$ cat src/rtl/fcvtint_resstage.sv
// Result stage for float-to-integer conversion: range check, RISC-V saturation,
// NV/NX flag generation, and a registered valid/ready output with a one-entry skid.
module fcvtint_resstage #(
  parameter int unsigned XLEN = 64
) (
  input  logic            clk,
  input  logic            reset,
  input  logic            Flush,
  input  logic            InValid,
  output logic            InReady,
  input  logic            Signed,
  input  logic            Int64,
  input  logic            Xs,
  input  logic            NaNIn,
  input  logic            InexactIn,
  input  logic [1:0]      CvtNegResMsbs,
  input  logic [XLEN+1:0] CvtNegRes,
  output logic            OutValid,
  input  logic            OutReady,
  output logic [XLEN-1:0] IntRes,
  output logic            FlgNV,
  output logic            FlgNX
);

  typedef struct packed {
    logic [XLEN-1:0] res;
    logic            nv;
    logic            nx;
  } entry_t;

  // Bit 0 = main entry valid, bit 1 = skid entry valid; both are direct register bits.
  typedef enum logic [1:0] {
    EMPTY = 2'b00,
    ONE   = 2'b01,
    FULL  = 2'b11
  } state_t;

  state_t state_q, state_d;
  entry_t main_q, main_d;
  entry_t skid_q, skid_d;
  entry_t in_entry;

  logic        int64_eff;
  logic        low_nz;
  logic        ovf;
  logic        nv;
  logic [63:0] raw;
  logic [63:0] ext;
  logic        accept;
  logic        pop;

  // The two guard MSBs only matter through CvtNegResMsbs.
  logic unused_top;
  assign unused_top = &{1'b0, CvtNegRes[XLEN+1:XLEN]};

  // Range check, saturation and flag formation on the incoming item.
  always_comb begin
    int64_eff = (XLEN == 64) ? Int64 : 1'b0;
    low_nz    = int64_eff ? (|CvtNegRes[XLEN-1:0]) : (|CvtNegRes[31:0]);
    ovf       = Signed ? (CvtNegResMsbs[1] ^ CvtNegResMsbs[0])
                       : ((|CvtNegResMsbs) | (Xs & low_nz));
    nv        = NaNIn | ovf;
    raw       = 64'(CvtNegRes[XLEN-1:0]);
    if (nv) begin
      if (NaNIn | ~Xs) begin
        raw = Signed ? (int64_eff ? 64'h7FFF_FFFF_FFFF_FFFF : 64'h0000_0000_7FFF_FFFF)
                     : 64'hFFFF_FFFF_FFFF_FFFF;
      end else begin
        raw = Signed ? (int64_eff ? 64'h8000_0000_0000_0000 : 64'h0000_0000_8000_0000)
                     : 64'h0;
      end
    end
    // 32-bit results are always sign-extended, unsigned ones included.
    ext          = int64_eff ? raw : {{32{raw[31]}}, raw[31:0]};
    in_entry.res = ext[XLEN-1:0];
    in_entry.nv  = nv;
    in_entry.nx  = InexactIn & ~nv;
  end

  assign OutValid = state_q[0];
  assign InReady  = ~state_q[1];
  assign accept   = InValid & ~state_q[1];
  assign pop      = state_q[0] & OutReady;

  assign IntRes = main_q.res;
  assign FlgNV  = main_q.nv;
  assign FlgNX  = main_q.nx;

  // Skid-buffer next-state: flush wins over accept and pop.
  always_comb begin
    state_d = state_q;
    main_d  = main_q;
    skid_d  = skid_q;
    if (Flush) begin
      state_d = EMPTY;
    end else begin
      case (state_q)
        EMPTY: begin
          if (accept) begin
            main_d  = in_entry;
            state_d = ONE;
          end
        end
        ONE: begin
          if (accept && pop) begin
            main_d = in_entry;
          end else if (accept) begin
            skid_d  = in_entry;
            state_d = FULL;
          end else if (pop) begin
            state_d = EMPTY;
          end
        end
        FULL: begin
          if (pop) begin
            main_d  = skid_q;
            state_d = ONE;
          end
        end
        default: state_d = EMPTY;
      endcase
    end
  end

  // State and entry registers.
  always_ff @(posedge clk or posedge reset) begin
    if (reset) begin
      state_q <= EMPTY;
      main_q  <= '0;
      skid_q  <= '0;
    end else begin
      state_q <= state_d;
      main_q  <= main_d;
      skid_q  <= skid_d;
    end
  end

endmodule

$ cat config.mk
export PLATFORM = sky130hd
export DESIGN_NAME = fcvtint_resstage
export DESIGN_NICKNAME = d
export VERILOG_FILES = /design/src/rtl/fcvtint_resstage.sv
export SDC_FILE = /design/constraint.sdc
export NUM_CORES = 1
export LEC_CHECK = 0
export BUFFER_PORTS_ARGS = -buffer_cell sky130_fd_sc_hd__buf_2
export CORE_MARGIN = 2
export CORE_UTILIZATION = 57
export DETAILED_ROUTE_END_ITERATION = 10
export GPL_TIMING_DRIVEN = 0
export PLACE_DENSITY = 0.8
export RECOVER_POWER = 100
export SLEW_MARGIN = 20
export SYNTH_ARGS = -nofsm -noshare
export SYNTH_HDL_FRONTEND = slang
export SYNTH_SLANG_ARGS = --single-unit
$ cat constraint.sdc
create_clock -name clk -period 11.36 [get_ports clk]
set_clock_uncertainty 0.05 [all_clocks]
set_input_delay 2.84 -clock clk [delete_from_list [all_inputs] [get_ports clk]]
set_output_delay 2.84 -clock clk [all_outputs]
set_load 0.005 [all_outputs]
# [After elaboration in Yosys (flattened, before gate mapping)]
# Cells that the tools add are included.
# Widths: inputs -> output; s select.
[totals] latchBits=0 mem_bits_ro=0 n_memories=0 ramBits=0 inputBits=78 register_bits=134 output_inout_bits=68
[op_classes] n_mul=0 div_mod_pow=0 order_cmp=0 eq_ne=9 n_addsub=0 bitwise_logic=13 muxes=20 reduce_logical=9 shifts=0
[ops] operator="$mux 64" count=6
[ops] operator="$mux 66" count=3
[ops] operator="$pmux 66 s3" count=1
[ops] operator="$reduce_or 64->1" count=1
[ops] operator="$mux 63" count=1
[ops] operator="$reduce_or 32->1" count=1
[ops] operator="$mux 2" count=6
[ops] operator="$ne 3x3->1 const B" count=3
[ops] operator="$reduce_and 4->1" count=2
[ops] operator="$ne 2x2->1 const B" count=3
[ops] operator="$pmux 2 s3" count=1
[ops] operator="$not 1->1" count=5
[ops] operator="$reduce_and 5->1" count=1
[ops] operator="$and 1x1->1" count=4
[ops] operator="$ne 4x4->1 const B" count=1
[ops] operator="$or 1x1->1" count=3
[ops] operator="$reduce_bool 3->1" count=1
[ops] operator="$eq 2x1->1 const B" count=1
[ops] operator="$eq 2x2->1 const B" count=1
[ops] operator="$logic_not 2->1" count=1
[ops] operator="$mux 1" count=2
[ops] operator="$reduce_or 2->1" count=1
[ops] operator="$logic_and 1x1->1" count=1
[ops] operator="$xor 1x1->1" count=1

# [Logic depth before layout (Yosys ltp)]
# Gate-level depths: netlist of run 1.
[logic_depth] word_depth=10 depth_mapped=11

# [Least setup slack after synthesis of run 1]
# Ideal clock, no wire load.
[synth_path] path_type="input port to flip-flop" start="in CvtNegResMsbs[0]" end="reg main_q, in the netlist IntRes[36]" required_time_ns=11.177 path_stages=11 setup_time_ns=0.133 arrival_time_ns=4.408 setup_slack_ns=6.769 path_buffers=2 path_cell_list="inv_1 ha_1 nor4b_2 nand4_1 nor3_2 a21boi_1 or3b_1 buf_2 buf_6 nor2_1 o22ai_1"
[synth_via] elab_chain_len=8 elab_cells_between_ends=10 classes_between="6 x mux; 3 x bitwise; 1 x reduce/logical"
[synth_lines] item="start: declaration" line_no="16" source="input logic [1:0] CvtNegResMsbs,"
[synth_lines] item="$reduce_or 2->1" line_no="61" source=": ((|CvtNegResMsbs) | (Xs & low_nz));"
[synth_lines] item="$or 1x1->1" line_no="61"
[synth_lines] item="$mux 1 (*)" line_no="60" source="ovf = Signed ? (CvtNegResMsbs[1] ^ CvtNegResMsbs[0])"
[synth_lines] item="$or 1x1->1 (*)" line_no="62" source="nv = NaNIn | ovf;"
[synth_lines] item="$mux 64 (*)" line_no="64" source="if (nv) begin"
[synth_lines] item="$mux 64 (*)" line_no="74" source="ext = int64_eff ? raw : {{32{raw[31]}}, raw[31:0]};"
[synth_lines] item="$mux 66, on equally long branches" line_no="105, 99"
[synth_lines] item="$pmux 66 s3 (*)" line_no="97" source="case (state_q)"
[synth_lines] item="end signal: assignment" line_no="133" source="main_q <= main_d;"
[synth_lines] item="end: declaration" line_no="39" source="entry_t main_q, main_d;"
# Mark *: on every way between the ends. The rest lies on a longest branch, timed or not. The select of a mux whose other input is x is not followed.
# A chain may end at the register's enable or synchronous reset.

# [Worst setup path after layout of run 1]
[layout_path] start="in CvtNegResMsbs[0]" end="reg main_q, in the netlist IntRes[43]"
# The elaborated chain is that of the path after synthesis.

==> results of run 1 <==
area by class of cell:
| type | instances | share of cell area |
|---|---|---|
| flip-flops and latches | 134 | 0.456 |
| inverters | 7 | 0.00374 |
| well taps | 136 | 0.0231 |
| plain buffers | 50 | 0.0260 |
| repair buffers | 143 | 0.0963 |
| multi-input cells | 478 | 0.317 |
| clock inverters | 8 | 0.00953 |
| clock buffers | 24 | 0.0681 |
report_power, final:
group	internal (mW)	total [mW]	switching (mW)
combinational	0.249	0.599	0.350
clock	0.323	0.519	0.196
sequential	0.712	0.847	0.135
state kept, by name, summed over array words and instances, names as in the netlist:
name     count
state_q      2
FlgNX        1
IntRes      64
skid_q      66
FlgNV        1
layer usage:
metal,vias to the layer above,share of wire,GRT usage
li1,2653,-,-
met1,2813,0.40,0.404
met2,302,0.49,0.516
met3,33,0.082,0.0766
met4,2,0.020,0.127
met5,-,0.00077,0
placed cells by master (no fill, tap or decap), types with 3 or more instances in the layout:
master and count:
buf_2 121, o22ai_1 62, o21ai_0 66, clkbuf_1 70, nor4_1 15, ha_1 5
nand4_1 3, nor2_1 136, clkbuf_8 7, clkinv_2 5, clkbuf_16 16, inv_1 6
a21oi_1 69, nand3_1 10, nand2_1 82, nand2b_1 3, dfrtp_1 134
metrics by stage:
step	worst slack (ps)	power, mW	hold slack (ps)	cells	area (um2)
6_report	6270	1.96	431	980	7350
5_1_grt	5940	2.09	454	980	7350
4_1_cts	6720	1.97	427	980	7430
3_5_place_dp	6160	1.45	415	948	6860
3_3_place_gp	3600	1.41	402	947	6830
2_1_floorplan	4890	1.19	388	669	5950
cell families (layout without fill, tap and decap cells):
group | Yosys count | count (layout) | synth area share
buffers and inverters | 57 | 232 | 0.0425
multiplexers | 2 | 2 | 0.00337
XOR/XNOR | 1 | 1 | 0.00147
AND/OR/NAND/NOR | 262 | 262 | 0.186
AO/OA/AOI/OAI | 208 | 208 | 0.192
adder cells (fa/ha/maj) | 5 | 5 | 0.0105
flip-flops | 134 | 134 | 0.564
how the worst min path moves through the flow:
| stage | endpoint | slack, ps | cells past startpoint |
|---|---|---|---|
| 2_1_floorplan | skid_q[33]$_DFFE_PP0P_ | 390 | 2 |
| 3_3_place_gp | skid_q[33]$_DFFE_PP0P_ | 400 | 2 |
| 3_5_place_dp | skid_q[33]$_DFFE_PP0P_ | 420 | 2 |
| 4_1_cts | skid_q[33]$_DFFE_PP0P_ | 430 | 2 |
| 5_1_grt | skid_q[20]$_DFFE_PP0P_ | 450 | 2 |
| 6_report | skid_q[20]$_DFFE_PP0P_ | 430 | 2 |
worst max-delay path: cells and delay by family:
family          cells  cell delay (ps)
buf+inv             4              530
compound gates      2              390
fa+ha+maj           1              190
simple gates        5             1460
==> results by group, run 1 <==
Run status
  – Status: finished with violations
  – Failing checks: max-capacitance violations, max-slew violations

Timing
  – Worst-Margin Slew: 1930 ps
  – Setup_tns: 0 ps
  – RSZ-0062 raised after global routing: false
  – Slew Limit Fails: 43
  – Final setup vio count: 0
  – Final min period: 5090 ps
  – Period utilisation layout: 0.448
  – Final Hold Vio Count: 0
  – Worst relative slew slack: -0.296
  – Fmax achieved: 196 MHz

Global routing
  – Global-route wire length before repair: 27,600 um
  – Initial antenna violation count: 1
  – Total Routing Usage GR: 0.315
  – Largest net degree at the start of global routing: 93
  – Remaining global-route overflow: 0
  – Vias in the first global route: 5,702

Drt
  – Vias/cell: about 6
  – WL per Instance: between 15 and 20 um
  – Remaining routing DRC violations: 0
  – Post-Route WL: 16,900 um
  – Post-DRT Antenna Nets: 0
  – Pre-Repair DR Iteration Count: 5
  – Via count: 5,803
  – Drt first-iter violations: 633

Setup path
  – R2R Path Start: state_q[1]$_DFFE_PP0P_
  – Setup crit end: IntRes[43]$_DFFE_PP0P_
  – Critical path class: input pin to flop
  – CP dominant cell by count: clkbuf_1
  – RR Endpoint: skid_q[38]$_DFFE_PP0P_
  – Worst-path fanout max: 10
  – Critical Path Sink Type: flop
  – Reg2reg path depth: 7
  – Slowest-stage cell, CP: or3b_1
  – Worst setup startpoint: CvtNegResMsbs[0]
  – Max incr delay on CP: 390 ps
  – Worst setup SP type: input pin
  – Worst Path Arrival: approximately 5400 ps
  – CP required: 11,690 ps
  – R2R setup slack: around 8600 ps
  – Worst-path cell chain: buf_2 -> inv_1 -> ha_1 -> nor4b_1 -> nand4_1 -> nor3_1 -> a21boi_0 -> or3b_1 -> clkbuf_1 -> clkbuf_1 -> nor2_1 -> o22ai_1

Layout
  – Nets: roughly 910
  – FILL cells: between 700 and 800
  – Layout area overhead: 23.6%
  – Layout cells sized above 1: 0.184
  – Core Util, Final: 0.718
  – FF+latch area: 3350 um2
  – Area occupied by multi-input gates: 2330 um2
  – ANT cells: 0

Power
  – Maximum vdd drop: 0.000148 V
  – P per Cell Area: 267 nW/um2
  – P_leak: around 3.4 nW

Die
  – Die area: between 10,000 and 15,000 um2
  – Starting Density: 0.581
  – Die Wd: 106 um
  – Core Area: 10,200 um2
  – Die Y: around 110 um
  – I/O pin count: 146
  – # rows: 37

Hold path
  – Hold Crit Start: skid_q[20]$_DFFE_PP0P_
  – Min-delay worst type: flop to flop

Placed design
  – I/O Buffers: roughly 140
  – GP Congestion: 0.888
  – Placed wire-length estimate: 12,000 um

CTS
  – CTS Sinks: 134
  – Clock transition at the registers of the reported paths: approximately 60 ps
  – Clock Latency Late Sink: 520 ps
  – Setup bufs post-CTS: 0
  – Clock Root Buffer: clkbuf_8
  – CTS tree: done
  – CTS Buffer Depth: 2
  – Total CTS buffers: 17
  – Post-CTS Resized: 0
  – H-tree Lvls: 4
  – Post-CTS Hold Buffers: 0

Yosys
  – Cell variety after synth: 38
  – Synth async-reset ratio: 1.00
  – Syn Area/Cell: a little under 9 um2
  – Number of synthesized flops with an enable pin: 0
  – Most frequent cell after synthesis: nor2_1
  – Area leader, netlist: dfrtp_1
  – Yosys warns: 0
  – Post-Syn Instances: approximately 670
  – Largest cells by area after synthesis: dfrtp_1 56%, nor2_1 8.6%, o22ai_1 6.5%
  – Synth top area share: 0.564
  – Post-synthesis sequential area ratio: 0.564
  – Synthesized Nets: 752
  – Commonest cells post-synth: 136 x nor2_1, 134 x dfrtp_1, 82 x nand2_1
  – Synthesized cell area: 5950 um2
  – Yosys reg bits: 134
  – Predominant post-synthesis flop cell: dfrtp_1

Run
  – Max-Cap Viols: 1
(Power assumes the default switching activity.)
==> run 2: changes to the inputs <==
ABC_AREA = 1   (was unset)
CORE_UTILIZATION = 50   (was 57)
PLACE_DENSITY = 0.73   (was 0.8)
clock period = 4.15 ns   (was 11.36 ns; I/O delays follow)
==> run 2 against run 1 <==
The flow still finishes with violations (max-capacitance violations, max-slew violations). Register-to-register slack got worse by 7700 ps. Global-route usage fell by 3.9 points. Critical path depth fell by 1. Worst setup slack got worse by 5300 ps. Routed wire length rose by 18%. Largest cell class unchanged. Clock-buffer cell count rose by 1.
==> results by group, run 2 <==
Run status
  – Status: finished with violations
  – Failing checks: max-capacitance violations, max-slew violations

Layout
  – Nets: approximately 1,200
  – Biggest register: skid_q
  – Most frequent cells in the layout: 352 x nand2_1, 134 x dfrtp_1, 115 x buf_2, 109 x inv_1, 97 x o21ai_0
  – Layout area overhead: 21.8%
  – Layout cells sized above 1: 0.141
  – Max reg flops: 66
  – Commonest non-fill, non-tap cell in the layout: nand2_1
  – ANT cells: 0

Placed design
  – Dpl ws: 901 ps
  – Placed wire-length estimate: 14,300 um
  – GP Congestion: 0.868
  – I/O Buffers: 142

Yosys
  – Number of synthesized flops with an enable pin: 0
  – Synthesized cell area: between 7000 and 8000 um2
  – Yosys warns: 0
  – Most frequent cell after synthesis: nand2_1
  – Commonest cells post-synth: 352 x nand2_1, 134 x dfrtp_1, 109 x inv_1
  – Yosys reg bits: 134
  – Synthesized Nets: 1,072
  – Syn Area/Cell: 7.17 um2
  – Post-synthesis sequential area ratio: 0.473
  – Synth async-reset ratio: 1.00
  – Area leader, netlist: dfrtp_1
  – Synth top area share: 0.473
  – Predominant post-synthesis flop cell: dfrtp_1
  – Cell variety after synth: 24
  – Post-Syn Instances: 989
  – Largest cells by area after synthesis: dfrtp_1 47%, nand2_1 19%, inv_1 5.8%

Setup path
  – Worst-path fanout max: 10
  – Bufs and invs on worst path: 5
  – Slowest-stage cell, CP: clkbuf_1
  – Critical path class: flop to flop
  – R2R Path Start: state_q[0]$_DFFE_PP0P_
  – Worst setup SP type: flop
  – CP dominant cell by count: clkbuf_1
  – Critical Path Sink Type: flop
  – Worst Path Arrival: 3480 ps
  – Cell family with most CP delay: buffers and inverters
  – CP required: 4410 ps
  – Max incr delay on CP: 540 ps
  – Worst setup startpoint: state_q[0]$_DFFE_PP0P_
  – Worst-path cell chain: ha_1 -> clkbuf_1 -> inv_1 -> o21ai_0 -> inv_1 -> nand3_1 -> clkbuf_1 -> clkbuf_1 -> a21oi_1 -> nand2_1 -> nand2_1

Drt
  – Met3 wire length: 1360 um
  – Pre-Repair DR Iteration Count: 5
  – Routed wl met2: 9110 um
  – Post-Route WL: 20,000 um
  – WL met1: 9130 um
  – Vias/cell: 5.22
  – Remaining routing DRC violations: 0
  – Drt first-iter violations: 647
  – Post-DRT Antenna Nets: 0
  – Via count: 7,034
  – WL per Instance: 14.8 um
  – Highest metal used: met4

Timing
  – Worst-Margin Slew: 1830 ps
  – Period utilisation layout: 0.775
  – Slew Limit Fails: 60
  – Final min period: 3220 ps
  – Final setup vio count: 0
  – Worst relative slew slack: -0.220
  – Final setup margin: approximately 930 ps
  – Final Hold Vio Count: 0
  – RSZ-0062 raised after global routing: false
  – Hold Slack: 419 ps
  – Fmax achieved: approximately 310 MHz
  – Setup_tns: 0 ps

Die
  – # rows: 43
  – Die area: 15,200 um2
  – Core Area: approximately 14,000 um2
  – Starting Density: 0.511
  – I/O pin count: 146
  – Die Wd: 123 um
  – Die Y: about 120 um

Global routing
  – Global-route wire length before repair: 32,400 um
  – Largest net degree at the start of global routing: 32
  – Vias in the first global route: between 6,000 and 7,000
  – Initial antenna violation count: 0
  – Total Routing Usage GR: 0.275
  – Remaining global-route overflow: 0

Run
  – Max-Cap Viols: 2

CTS
  – CTS Buffer Depth: 2
  – Post-CTS Resized: 0
  – Total CTS buffers: 17
  – H-tree Lvls: 4
  – CTS Sinks: between 100 and 150
  – Post-CTS Hold Buffers: 0
  – Setup bufs post-CTS: 0
  – CTS tree: done
  – Clock transition at the registers of the reported paths: 60 ps
  – Clock Latency Late Sink: 420 ps
  – Clock Root Buffer: clkbuf_16

Power
  – P per Cell Area: between 600 and 700 nW/um2
  – P_leak: 4.63 nW
  – Maximum vdd drop: 0.000336 V
  – Tot Pwr: 5.62 mW

Hold path
  – Min-delay worst type: flop to flop
  – Hold Crit Start: IntRes[32]$_DFFE_PP0P_
run 2: cell count changes in the layout (fill, tap and decap cells not counted), moves of 4 or more:
cell	previous run	this run
buf_2	121	115
buf_6	0	6
clkbuf_1	70	84
inv_1	6	109
nand2_1	82	352
nand3_1	10	70
nand4_1	3	7
nor2_1	136	32
nor4_1	15	0
o21ai_0	66	97
o21ai_1	2	37
o22ai_1	62	1
run 2: path summary, 6_finish.rpt:
kind	endpoint	slack (ps)	depth (start not counted)
min	IntRes[32]$_DFFE_PP0P_	420	2
min reg2reg	IntRes[32]$_DFFE_PP0P_	420	2
min in group asynchronous	IntRes[29]$_DFFE_PP0P_	800	2
max in group asynchronous	IntRes[46]$_DFFE_PP0P_	980	5
max reg2reg	IntRes[56]$_DFFE_PP0P_	930	11
max	IntRes[56]$_DFFE_PP0P_	930	11
run 2: power by group:
| group | switching, mW | leakage [nW] | internal (mW) |
|---|---|---|---|
| registers | 0.266 | 1.63 | 1.95 |
| logic | 1.16 | 2.70 | 0.694 |
| clock network | 0.555 | 0.301 | 0.993 |
| total | 1.98 | 4.63 | 3.63 |
run 2: logic make-up after synthesis:
logic type | share of synthesized area
compound gates | 0.146
flops | 0.473
buf+inv | 0.103
simple gates | 0.270
fa+ha+maj | 0.00882
run 2: through the flow:
| step | util | std cells | cell area (um2) |
|---|---|---|---|
| final | 0.623 | 1347 | 8640 |
| after global routing | 0.623 | 1347 | 8640 |
| after CTS | 0.629 | 1347 | 8730 |
| after detailed placement | 0.585 | 1315 | 8120 |
| after global placement | 0.579 | 1311 | 8040 |
| after floorplan | - | 989 | 7100 |
run 2: worst min-delay path: stages, from the launching register on:
cell     delay, ps
dfrtp_1        340
nand2_1         50
nand2_1         50
run 2: layer usage:
metal | vias up | GRT usage
met1 | 3281 | 0.397
li1 | 3457 | -
met2 | 263 | 0.420
met4 | 0 | 0.0916
met3 | 33 | 0.0503
met5 | - | 0
run 2: cell type report:
cell class	count	area [um2]
Fill cell	1322	5240
Timing Repair Buffer	146	717
Clock inverter	7	90.1
Inverter	110	414
Tap cell	180	225
Sequential cell	134	3350
Clock buffer	25	526
Buffer	66	312
Multi-Input combinational cell	679	3010
